==> config.mk <==
export PLATFORM = sky130hd
export DESIGN_NAME = grad_sqr
export DESIGN_NICKNAME = d
export VERILOG_FILES = /design/src/rtl/grad_pkg.sv /design/src/rtl/shift_add_sqr.sv /design/src/rtl/grad_sqr.sv
export SDC_FILE = /design/constraint.sdc
export NUM_CORES = 1
export LEC_CHECK = 0
export ABC_CLOCK_PERIOD_IN_PS = 3480
export BUFFER_PORTS_ARGS = -buffer_cell sky130_fd_sc_hd__buf_2
export CORE_ASPECT_RATIO = 0.7
export CORE_MARGIN = 8
export CORE_UTILIZATION = 55
export CTS_CLUSTER_DIAMETER = 100
export DETAILED_ROUTE_END_ITERATION = 6
export PLACE_DENSITY_LB_ADDON = 0.3
export SLEW_MARGIN = 30
export SYNTH_ARGS = -nofsm -noshare
export SYNTH_HDL_FRONTEND = slang
export SYNTH_SLANG_ARGS = --single-unit
==> constraint.sdc <==
create_clock -name clk -period 3.48 [get_ports clk]
set_input_delay 0.348 -clock clk [delete_from_list [all_inputs] [get_ports clk]]
set_output_delay 0.348 -clock clk [all_outputs]
set_load 0.01 [all_outputs]
==> src/rtl/grad_pkg.sv <==
// rtl/grad_pkg.sv - shared constants, FSM encoding and helpers for the gradient squarer
// Purpose : widths, state encoding and the absolute-value helper used by
//           grad_sqr and its per-channel shift-add datapath.
// Ports   : none (package).
package grad_pkg;

    localparam int IN_W  = 9;
    localparam int OUT_W = 2 * IN_W - 1;
    localparam int CNT_W = $clog2(IN_W);

    // Index of the last multiplier bit; the final add happens on this count.
    localparam logic [CNT_W-1:0] CNT_LAST = CNT_W'(IN_W - 1);

    typedef enum logic [1:0] {
        IDLE = 2'd0,
        ABS  = 2'd1,
        MUL  = 2'd2,
        DONE = 2'd3
    } state_t;

    // Magnitude of a two's-complement value, returned unsigned in the same
    // width. The most negative input maps to 2^(IN_W-1), which still fits
    // because the result is read as unsigned, so no saturation is needed.
    function automatic logic [IN_W-1:0] abs_val(input logic [IN_W-1:0] v);
        return v[IN_W-1] ? (~v + IN_W'(1)) : v;
    endfunction

endpackage

==> src/rtl/shift_add_sqr.sv <==
// rtl/shift_add_sqr.sv - one squaring channel: operand register plus shift-add accumulator
// Purpose : holds |value| and accumulates |value|^2 one multiplier bit per step.
// Ports   : clk, rst    - clock, async active-high reset
//           load        - capture |value| and clear the accumulator
//           step        - perform the add for multiplier bit cnt
//           cnt         - current multiplier bit index (shared counter)
//           value       - signed input operand
//           acc_next    - accumulator value after the current step
module shift_add_sqr
    import grad_pkg::*;
(
    input  logic             clk,
    input  logic             rst,
    input  logic             load,
    input  logic             step,
    input  logic [CNT_W-1:0] cnt,
    input  logic [IN_W-1:0]  value,
    output logic [OUT_W-1:0] acc_next
);

    logic [IN_W-1:0]  opnd;
    logic [OUT_W-1:0] acc;
    logic [IN_W-1:0]  mbits;

    // acc_next is exported so the top can register the final square on the
    // same edge that performs the last add, instead of waiting a cycle.
    always_comb begin
        mbits    = opnd >> cnt;
        acc_next = acc;
        if (mbits[0]) begin
            acc_next = acc + (OUT_W'(opnd) << cnt);
        end
    end

    always_ff @(posedge clk or posedge rst) begin
        if (rst) begin
            opnd <= '0;
            acc  <= '0;
        end else if (load) begin
            opnd <= abs_val(value);
            acc  <= '0;
        end else if (step) begin
            acc  <= acc_next;
        end
    end

endmodule

==> src/rtl/grad_sqr.sv <==
// rtl/grad_sqr.sv - iterative squarer producing gx^2 and gy^2 for the magnitude stage
// Purpose : accepts a signed Sobel gradient pair, squares both components in
//           parallel with shift-add datapaths and holds the results until taken.
// Ports   : clk, rst             - clock, async active-high reset
//           in_valid, in_ready   - input handshake
//           gx, gy               - signed gradient components
//           out_valid, out_ready - output handshake
//           sqrx, sqry           - unsigned squares, kept after the handshake
//           busy                 - high whenever the FSM is not idle
module grad_sqr
    import grad_pkg::*;
(
    input  logic             clk,
    input  logic             rst,
    input  logic             in_valid,
    output logic             in_ready,
    input  logic [IN_W-1:0]  gx,
    input  logic [IN_W-1:0]  gy,
    output logic             out_valid,
    input  logic             out_ready,
    output logic [OUT_W-1:0] sqrx,
    output logic [OUT_W-1:0] sqry,
    output logic             busy
);

    state_t           state;
    logic [IN_W-1:0]  gx_r;
    logic [IN_W-1:0]  gy_r;
    logic [CNT_W-1:0] cnt;
    logic [OUT_W-1:0] x_acc_next;
    logic [OUT_W-1:0] y_acc_next;
    logic             load;
    logic             step;

    assign load = (state == ABS);
    assign step = (state == MUL);

    shift_add_sqr u_sqr_x (
        .clk      (clk),
        .rst      (rst),
        .load     (load),
        .step     (step),
        .cnt      (cnt),
        .value    (gx_r),
        .acc_next (x_acc_next)
    );

    shift_add_sqr u_sqr_y (
        .clk      (clk),
        .rst      (rst),
        .load     (load),
        .step     (step),
        .cnt      (cnt),
        .value    (gy_r),
        .acc_next (y_acc_next)
    );

    // in_ready, busy and out_valid are registered alongside the state so that
    // no output depends combinationally on any input.
    always_ff @(posedge clk or posedge rst) begin
        if (rst) begin
            state     <= IDLE;
            gx_r      <= '0;
            gy_r      <= '0;
            cnt       <= '0;
            sqrx      <= '0;
            sqry      <= '0;
            out_valid <= 1'b0;
            in_ready  <= 1'b1;
            busy      <= 1'b0;
        end else begin
            case (state)
                IDLE: begin
                    if (in_valid && in_ready) begin
                        gx_r     <= gx;
                        gy_r     <= gy;
                        in_ready <= 1'b0;
                        busy     <= 1'b1;
                        state    <= ABS;
                    end
                end
                ABS: begin
                    cnt   <= '0;
                    state <= MUL;
                end
                MUL: begin
                    cnt <= cnt + CNT_W'(1);
                    if (cnt == CNT_LAST) begin
                        sqrx      <= x_acc_next;
                        sqry      <= y_acc_next;
                        out_valid <= 1'b1;
                        state     <= DONE;
                    end
                end
                DONE: begin
                    // A pending in_valid here is deliberately not looked at:
                    // the new pair is taken on the following IDLE cycle.
                    if (out_ready) begin
                        out_valid <= 1'b0;
                        in_ready  <= 1'b1;
                        busy      <= 1'b0;
                        state     <= IDLE;
                    end
                end
                default: begin
                    state <= IDLE;
                end
            endcase
        end
    end

endmodule

==> results.json, run 1 <==
{
  "start_util_pct": 56.1,
  "die_h_um": 116,
  "clk_latency_ns": 0.41,
  "cts_tree": "yes",
  "hold_violations": 0,
  "slew_violations": 0,
  "synthTopCellsByArea": "dfrtp_1, ha_1, nand2_1, mux2_2, a21oi_1",
  "numPortBuffers": 58,
  "clk_path_buf_depth": 2,
  "routed_wl_mm": 20.2,
  "grt_max_degree": 76,
  "reg2reg_from": "cnt[0]",
  "synthToLayoutAreaGrowth_pct": 19.9,
  "clkTransAtPathRegs_ns": 0.06,
  "place_hpwl_mm": 13.9,
  "critPathRequiredTime_ns": 3.82,
  "synth_flop_cell": "dfrtp_1",
  "syn_inst": 899,
  "status": "finished, final reports clean",
  "syn_avg_cell_area_um2": 8.66,
  "gp_congestion": 0.952,
  "setup-violations-final": 0,
  "multi_input_area_mm2": 0.00473,
  "rsz0062_at_grt": "yes",
  "power_frac_seq_pct": 38.6,
  "cp-end-kind": "flop",
  "die-area_mm2": 0.0183,
  "synth-edff-count": 0,
  "rr_worst_depth": 12,
  "arrival_ns": 3.71,
  "grt_overflow": 0,
  "grt_pass1_vias": 6409,
  "nets": 1032,
  "synth_area_mm2": 0.00778,
  "die_x_um": 158,
  "fin_crit_ns": 3.38,
  "ys.warnings.count": 0,
  "critPathMaxStageDelay_ns": 0.46,
  "drv_cap": 0,
  "skew_ns": 0.00984,
  "synth_top_area_share_pct": 36.0,
  "power_frac_comb_pct": 1.2,
  "h-tree-depth": 4,
  "worst-setup-path-type": "flop to flop",
  "switching_share_pct": 19.9,
  "pwr-share-clk_pct": 60.2,
  "syn-num-nets": 963,
  "fill_cells": 1146,
  "wl_per_cell_um": 17.2,
  "seq_area_frac_synth_pct": 36.3,
  "worstPathMaxFanout": 15,
  "antenna_cells": 0,
  "powerDensity_mw_per_mm2": 365,
  "grt_usage_pct": 22.5,
  "drive_gt1_share_pct": 22.4,
  "slew_headroom_pct": 44.3,
  "irDropWorstVdd_uv": 334,
  "drc_errors": 0,
  "dr_total_vias": 6983,
  "synth_top_area_cell": "dfrtp_1",
  "clock_sinks": 113,
  "std_cell_rows": 36,
  "crit_chain": "buf_6 > mux2_2 > nand2_1 > nor2_1 > fa_1 > a211oi_2 > o21ai_1 > o2111ai_2 > a21oi_1 > o31a_1 > or4_1 > a31oi_1",
  "ys_ff_latch": 113,
  "first_pass_iters": 5,
  "cpMaxStageDelayCell": "or4_1",
  "ys_types": 68,
  "rrSetupSlack_ns": 0.10,
  "numCtsBuffers": 17,
  "start_kind": "flop",
  "total_power_mw": 3.41,
  "timing.fmax_ghz": 0.296,
  "antenna_found_initial": 0,
  "async_flop_share_pct": 100,
  "first_iter_violations": 513,
  "detail-route-antenna-nets": 0,
  "fp.coreArea_mm2": 0.0139,
  "period_share_pct": 97.0,
  "seq_area_mm2": 0.00283,
  "p_int_mw": 2.73,
  "worst_pin_slew_ns": 0.835,
  "switchingPower_uw": 677,
  "timing.rr.end": "sqry[16]",
  "holdWs_ns": 0.0534,
  "hold_class": "primary input to async pin",
  "pin_count": 59,
  "p_leak_nw": 4.36,
  "cts-root-buf": "clkbuf_16",
  "grt_pass1_wl_mm": 33.0,
  "cp-startpoint": "cnt[0]",
  "viasPerCell": 5.96
}
==> flip-flops by register name, indices dropped and copies added, names as in the netlist <==
name	cells
u_sqr_y.acc	17
busy	1
in_ready	1
sqry	17
sqrx	17
gx_r	9
cnt	4
gy_r	9
u_sqr_x.opnd	9
state	2
u_sqr_x.acc	17
u_sqr_y.opnd	9
out_valid	1
==> metal layers <==
metal	vias to the layer above	track usage [%]	share of wire (%)
li1	3393	-	-
met4	0	5.32	0.64
met2	266	32.3	43
met5	-	0	0
met3	16	4.66	7.7
met1	3308	33.7	49
==> cell usage after synthesis (3+ instances only) <==
cell type  instances
a211oi_1           5
xor2_1            24
or2_2              3
mux2i_1           22
ha_1              40
o21a_1             3
o21bai_1           3
xnor2_1            9
a22oi_1           13
o31ai_1            5
a22o_1             5
and2_1             4
buf_4              3
o21ai_0           55
or3_1             10
buf_1              3
nand2b_1          15
inv_1             39
mux2_2            31
nor3_1            16
nor2_1            65
o22ai_1           30
dfrtp_1          112
a221o_1            3
o221ai_1          10
clkbuf_1          40
a31oi_1           26
o211ai_1           5
buf_2              8
nand3_1           20
nand4_1            3
a21o_1            14
nor2b_1           26
nand2_1          112
a21oi_1           60
o31a_1             3
and3_1             8
==> cell usage in the layout, fill, tap and decap left out, drive strengths merged, types with 6 or more instances in the layout <==
cell	count
a21o	14
a21oi	60
a22oi	13
a31oi	28
and3	8
buf	106
bufinv	6
clkbuf	20
clkinv	6
dfrtp	112
ha	40
inv	40
mux2	31
mux2i	22
nand2	112
nand2b	15
nand3	20
nor2	65
nor2b	26
nor3	16
o21ai	57
o221ai	10
o22ai	30
or3	10
xnor2	9
xor2	24
==> critical path: cells and delay by family (launching register included) <==
kind                     cells  cell delay, ns
AO/OA/AOI/OAI                6            1.23
AND/OR/NAND/NOR              3            0.65
adder cells (fa/ha/maj)      1            0.44
flip-flops                   1            0.43
multiplexers                 1            0.35
buffers and inverters        1            0.20
==> per-stage QoR <==
step           instance area, um2  setup TNS, ns  setup WS (ns)  utilization [%]  cells
6_report                     9330              0          0.104             67.3   1171
5_1_grt                      9330         -0.398        -0.0912             67.3   1171
4_1_cts                      9140              0      0.0000986             65.8   1169
3_5_place_dp                 8440       -0.00511       -0.00511             60.8   1137
3_3_place_gp                 8440              0         0.0935             60.8   1137
2_1_floorplan                7790              0         0.0171                -    899
==> logic make-up (layout without fill, tap and decap cells) <==
kind of cell | Yosys count | after routing | synth area share, %
simple gates | 296 | 296 | 18.0
buf+inv | 97 | 179 | 5.14
fa+ha+maj | 42 | 42 | 6.94
mux | 56 | 56 | 8.23
flops | 113 | 113 | 36.3
compound gates | 262 | 262 | 21.7
xor+xnor | 33 | 33 | 3.71
==> how the worst max path moves through the flow <==
stage,endpoint,slack (ns)
after floorplan,u_sqr_x.acc[16],0.02
after global placement,u_sqr_x.acc[13],0.09
after detailed placement,sqry[16],-0.005
after CTS,u_sqr_y.acc[15],0.0001
after global routing,u_sqr_y.acc[15],-0.09
final,sqry[16],0.10
==> cell type report <==
class,count,area share [%]
flip-flops and latches,113,30.3
clock inverters,12,2.44
inverters,41,1.70
clock buffers,20,5.00
repair buffers,106,7.31
multi-input cells,689,50.7
well taps,190,2.55
==> what timing repair did <==
item	in CTS	in global routing
setup endpoints to repair	3	22
hold endpoints to repair	0	0
pin swaps	0	4
setup buffers	0	2
gates resized for setup	2	50
hold buffers	0	0
==> power by group through the flow <==
stage | clock [mW] | sequential [mW] | combinational [mW]
2_1_floorplan | 0 | 1.34 | 0.0200
3_3_place_gp | 0 | 1.34 | 0.0429
3_5_place_dp | 0 | 1.34 | 0.0430
4_1_cts | 2.07 | 1.31 | 0.0429
5_1_grt | 2.14 | 1.31 | 0.0487
6_report | 2.05 | 1.31 | 0.0409
Power figures use the tool's default switching activity.
==> run 2, diff against run 1 <==
--- a/config.mk
+++ b/config.mk
@@ -13,6 +13,7 @@
 export CTS_CLUSTER_DIAMETER = 100
 export DETAILED_ROUTE_END_ITERATION = 6
 export PLACE_DENSITY_LB_ADDON = 0.3
+export REMOVE_ABC_BUFFERS = 1
 export SLEW_MARGIN = 30
 export SYNTH_ARGS = -nofsm -noshare
 export SYNTH_HDL_FRONTEND = slang
==> run 2 against run 1 <==
  * The run now ends with negative hold slack left
  * Count of clock-buffer cells in the layout shrank 1
  * Wire length rose by 4.0%
  * Sequential power barely moved
  * Global-route usage shrank 0.21 points
  * Non-clock buffer count up 16
  * Cell count up 1.4%
  * Via count increased by 1.7%
  * Highest routed layer unchanged
==> results.json, run 2 (synthesized netlist as in run 1, its figures left out) <==
{
  "nets": 1048,
  "path_buf_inv": 1,
  "worst_pin_slew_ns": 0.782,
  "dp_slack_ns": -0.0498,
  "start_util_pct": 56.1,
  "detail-route-antenna-nets": 0,
  "finalInstanceArea_mm2": 0.00947,
  "cp-startpoint": "cnt[1]",
  "fin_crit_ns": 3.44,
  "irDropWorstVdd_uv": 317,
  "rr_worst_depth": 15,
  "antenna_found_initial": 0,
  "slew_violations": 0,
  "routed_wl_mm": 21.0,
  "p_leak_nw": 4.42,
  "worst-setup-path-type": "flop to flop",
  "powerDensity_mw_per_mm2": 343,
  "critPathRequiredTime_ns": 3.83,
  "seq_area_mm2": 0.00283,
  "clock_sinks": 113,
  "hold_violations": 1,
  "crit_end": "u_sqr_x.acc[13]",
  "grt_max_degree": 68,
  "antenna_cells": 0,
  "wl_per_cell_um": 17.7,
  "timing.rr.end": "u_sqr_x.acc[13]",
  "status": "complete, but fails checks",
  "grt_pass1_vias": 6444,
  "setup-violations-final": 0,
  "die_h_um": 116,
  "slew_headroom_pct": 47.7,
  "std_cell_rows": 36,
  "rsz0062_at_grt": "yes",
  "postCtsHoldBufs": 0,
  "first_iter_violations": 522,
  "cpMaxStageDelayCell": "or4_1",
  "holdWs_ns": -0.000346,
  "fin_setup_tns_ns": 0,
  "cp.depth": 15,
  "drive_gt1_share_pct": 24.8,
  "first_pass_iters": 7,
  "place_hpwl_mm": 13.8,
  "gp_congestion": 0.940,
  "grt_overflow": 0,
  "dpl_cell_area_mm2": 0.00848,
  "reg2reg_from": "cnt[1]",
  "cts_tree": "yes",
  "synthToLayoutAreaGrowth_pct": 21.7,
  "fp.coreArea_mm2": 0.0139,
  "viasPerCell": 5.98,
  "arrival_ns": 3.80,
  "dp.cells": 1141,
  "die-area_mm2": 0.0183,
  "cts-root-buf": "clkbuf_16",
  "worstPathMaxFanout": 13,
  "grt_pass1_wl_mm": 32.7,
  "timing.fmax_ghz": 0.290,
  "clkTransAtPathRegs_ns": 0.06,
  "crit_chain": "buf_8 > nor2b_1 > a211oi_1 > a21oi_1 > nand2_1 > o21ai_1 > nor2b_1 > ha_1 > a21o_1 > a21o_1 > a221o_1 > a31oi_2 > o21ai_0 > or4_1 > nand3_1",
  "final_common_cell": "nand2_1",
  "die_x_um": 158,
  "critPathMaxStageDelay_ns": 0.49,
  "clk_path_buf_depth": 2,
  "dr_total_vias": 7102,
  "grt_usage_pct": 22.3,
  "numCtsBuffers": 17,
  "numPortBuffers": 58,
  "clk_latency_ns": 0.42,
  "cp_top_family": "compound AO/OA/AOI/OAI gates",
  "multi_input_area_mm2": 0.00479,
  "period_share_pct": 99.0,
  "drc_errors": 0,
  "final-instance-count-excl-fill": 1187,
  "start_kind": "flop",
  "setup_slack_ns": 0.0354,
  "fill_cells": 1123,
  "h-tree-depth": 4,
  "drv_cap": 0,
  "skew_ns": 0.0106,
  "rrSetupSlack_ns": 0.04,
  "layout.cells.most_common_list": "nand2_1, dfrtp_1, nor2_1",
  "cp-end-kind": "flop",
  "violations": "negative hold slack",
  "hold_class": "primary input to async pin",
  "pin_count": 59
}
## run 2: cell count changes in the layout (fill, tap and decap cells not counted), sizes merged
cell / delta
bufinv: -2
clkinv: +1
clkinvlp: +2
buf: +16
clkbuf: -1
## run 2: cell type report
| cell class | instances | area share, % |
|---|---|---|
| multi-input cells | 689 | 50.6 |
| flip-flops and latches | 113 | 29.9 |
| repair buffers | 122 | 8.64 |
| clock buffers | 19 | 4.78 |
| well taps | 190 | 2.51 |
| clock inverters | 13 | 1.94 |
| inverters | 41 | 1.68 |
## run 2: how the worst min path moves through the flow
stage	from	endpoint	slack [ns]
floorplan	u_sqr_y.opnd[8]	u_sqr_y.opnd[8]	0.49
global placement	sqrx[5]	sqrx[5]	0.46
detailed placement	sqrx[2]	sqrx[2]	0.47
CTS	rst	gy_r[0]	0.13
global route	rst	gy_r[0]	0.07
finish	rst	gy_r[0]	-0.0003
## run 2: what timing repair did
item                       CTS  global route
setup endpoints to repair    7            17
setup buffers                1            13
pin swaps                    2            23
resized for setup            6            63
## run 2: report_power, final
group	switching, mW	leakage (nW)	internal [mW]
logic	0.0300	2.54	0.0114
registers	0	1.57	1.31
clock network	0.660	0.305	1.24
## run 2: stage by stage
| stage | util, % | power (mW) |
|---|---|---|
| 4_1_cts | 65.9 | 3.27 |
| 3_5_place_dp | 61.1 | 1.38 |
| 3_3_place_gp | 61.1 | 1.38 |
| 2_1_floorplan | - | 1.36 |
| 6_report | 68.3 | 3.25 |
| 5_1_grt | 68.3 | 3.33 |
## run 2: metal layers
metal / track usage [%] / wire length, um / up-vias
met2: 30.9 / 8850 / 306
li1: - / - / 3426
met1: 34.1 / 9940 / 3329
met3: 4.66 / 1850 / 41
met5: 0 / 0 / -
met4: 6.01 / 342 / 0
==> run 3, diff against run 2 <==
--- a/config.mk
+++ b/config.mk
@@ -7,9 +7,10 @@
 export LEC_CHECK = 0
 export ABC_CLOCK_PERIOD_IN_PS = 3480
 export BUFFER_PORTS_ARGS = -buffer_cell sky130_fd_sc_hd__buf_2
+export CAP_MARGIN = 20
 export CORE_ASPECT_RATIO = 0.7
 export CORE_MARGIN = 8
-export CORE_UTILIZATION = 55
+export CORE_UTILIZATION = 50
 export CTS_CLUSTER_DIAMETER = 100
 export DETAILED_ROUTE_END_ITERATION = 6
 export PLACE_DENSITY_LB_ADDON = 0.3
==> run 3 against run 2 <==
  * The flow now finishes without violations
  * Total power shrank 7.9%
  * Global-route usage shrank 1.7 points
  * Largest cell class unchanged
  * Design area grew 0.34%
  * Clock skew shrank 0.0021 ns
  * Utilization shrank 6.4 points
  * Via count shrank 0.94%
  * Largest power group unchanged
  * Highest routed layer unchanged
  * Count of clock-buffer cells in the layout grew 5
==> results.json, run 3 (synthesized netlist as in run 1, its figures left out) <==
{
  "worstPathMaxFanout": 6,
  "critPathMaxStageDelay_ns": 0.54,
  "clk_path_buf_depth": 2,
  "pin_count": 59,
  "viasPerCell": 5.83,
  "setup_slack_ns": 0.0681,
  "crit_chain": "buf_12 > mux4_2 > mux2_4 > a22o_1 > ha_4 > nand2_2 > o21ai_2 > buf_4 > nor2_2 > o211a_1 > or4b_4 > and2_4 > o311ai_4",
  "place_hpwl_mm": 14.2,
  "slew_headroom_pct": 44.0,
  "routed_wl_mm": 20.5,
  "final_common_cell": "nand2_1",
  "timing.fmax_ghz": 0.293,
  "critPathRequiredTime_ns": 3.80,
  "worst-setup-path-type": "flop to flop",
  "p_leak_nw": 4.43,
  "numCtsBuffers": 17,
  "wl_per_cell_um": 17.0,
  "cpMaxStageDelayCell": "or4b_4",
  "dr_total_vias": 7035,
  "detail-route-antenna-nets": 0,
  "drv_cap": 0,
  "antenna_cells": 0,
  "die_x_um": 165,
  "h-tree-depth": 4,
  "irDropWorstVdd_uv": 311,
  "fp.coreArea_mm2": 0.0154,
  "die-area_mm2": 0.0199,
  "setup-violations-final": 0,
  "numPortBuffers": 58,
  "clkTransAtPathRegs_ns": 0.05,
  "holdWs_ns": 0.0176,
  "rsz0062_at_grt": "yes",
  "hold_violations": 0,
  "grt_use_met1_pct": 32.0,
  "timing.rr.end": "u_sqr_x.acc[16]",
  "grt_max_degree": 74,
  "die_h_um": 120,
  "start_kind": "flop",
  "cts_tree": "yes",
  "rrSetupSlack_ns": 0.07,
  "use_met2_pct": 27.7,
  "cp-end-kind": "flop",
  "grtUsageMet3_pct": 4.21,
  "start_util_pct": 50.7,
  "grt_overflow": 0,
  "cts-root-buf": "clkbuf_16",
  "powerDensity_mw_per_mm2": 315,
  "dp_slack_ns": -0.00131,
  "grt_pass1_wl_mm": 33.0,
  "clk_latency_ns": 0.42,
  "cp_top_family": "simple AND/OR/NAND/NOR gates",
  "grt.busiest_layer": "met1",
  "clock_sinks": 113,
  "final_util_pct": 61.9,
  "period_share_pct": 98.0,
  "finalInstanceArea_mm2": 0.00951,
  "dpl_cell_area_mm2": 0.00857,
  "arrival_ns": 3.73,
  "dp.cells": 1161,
  "first_pass_iters": 6,
  "status": "finished, final reports clean",
  "postCtsHoldBufs": 0,
  "drc_errors": 0,
  "fin_setup_tns_ns": 0,
  "std_cell_rows": 38,
  "synthToLayoutAreaGrowth_pct": 22.1,
  "total_power_mw": 2.99,
  "drive_gt1_share_pct": 25.1,
  "layout.cells.most_common_list": "nand2_1, dfrtp_1, buf_4",
  "first_iter_violations": 584,
  "rr_worst_depth": 13,
  "path_buf_inv": 2,
  "final-instance-count-excl-fill": 1206,
  "grt_usage_pct": 20.6,
  "slew_violations": 0,
  "fin_crit_ns": 3.41,
  "antenna_found_initial": 0,
  "nets": 1057,
  "hold_class": "primary input to async pin",
  "reg2reg_from": "cnt[0]",
  "worst_pin_slew_ns": 0.840,
  "gp_congestion": 0.960,
  "skew_ns": 0.00850,
  "grt_pass1_vias": 6438
}
[run 3: cell types whose count changed in the layout (fill, tap and decap cells not counted), moves of 3 or more]
cell       before  now
buf_4          58   68
nor2b_2         3    0
mux2i_1        16   20
bufinv_16       4    0
clkbuf_8        2    6
[run 3: how the worst max path moves through the flow]
| stage | start | slack, ns | to | cells after the start |
|---|---|---|---|---|
| after floorplan | cnt[0] | -0.73 | sqry[16] | 12 |
| final | cnt[0] | 0.07 | u_sqr_x.acc[16] | 13 |
| after CTS | cnt[1] | 0.008 | u_sqr_y.acc[15] | 14 |
| after detailed placement | cnt[1] | -0.001 | u_sqr_y.acc[15] | 14 |
| after global placement | cnt[0] | 0.06 | u_sqr_x.acc[13] | 15 |
| after global routing | cnt[1] | -0.04 | sqry[16] | 13 |
[run 3: what timing repair did]
action | CTS | global route
endpoints found under the setup margin | 4 | 22
pin swaps | 0 | 15
cloned | 0 | 2
setup buffers | 0 | 11
resized for setup | 1 | 63
[run 3: layer usage]
| layer | up-vias | part of all wire (%) |
|---|---|---|
| met5 | - | 0 |
| met4 | 0 | 0.96 |
| met3 | 17 | 7.1 |
| met2 | 257 | 41 |
| met1 | 3320 | 51 |
| li1 | 3441 | - |
[run 3: layout make-up]
| cell class | instances | area (um2) |
|---|---|---|
| Multi-Input combinational cell | 689 | 4800 |
| Clock buffer | 24 | 512 |
| Tap cell | 200 | 250 |
| Clock inverter | 8 | 52.6 |
| Fill cell | 1313 | 5850 |
| Inverter | 41 | 159 |
| Sequential cell | 113 | 2830 |
| Timing Repair Buffer | 131 | 902 |
[run 3: power by group]
| part | total, mW | leakage (nW) | switching [mW] | internal [mW] |
|---|---|---|---|---|
| sequential | 1.32 | 1.57 | 0 | 1.32 |
| clock | 1.64 | 0.266 | 0.621 | 1.02 |
| combinational | 0.0400 | 2.60 | 0.0294 | 0.0105 |
| total | 2.99 | 4.43 | 0.650 | 2.34 |
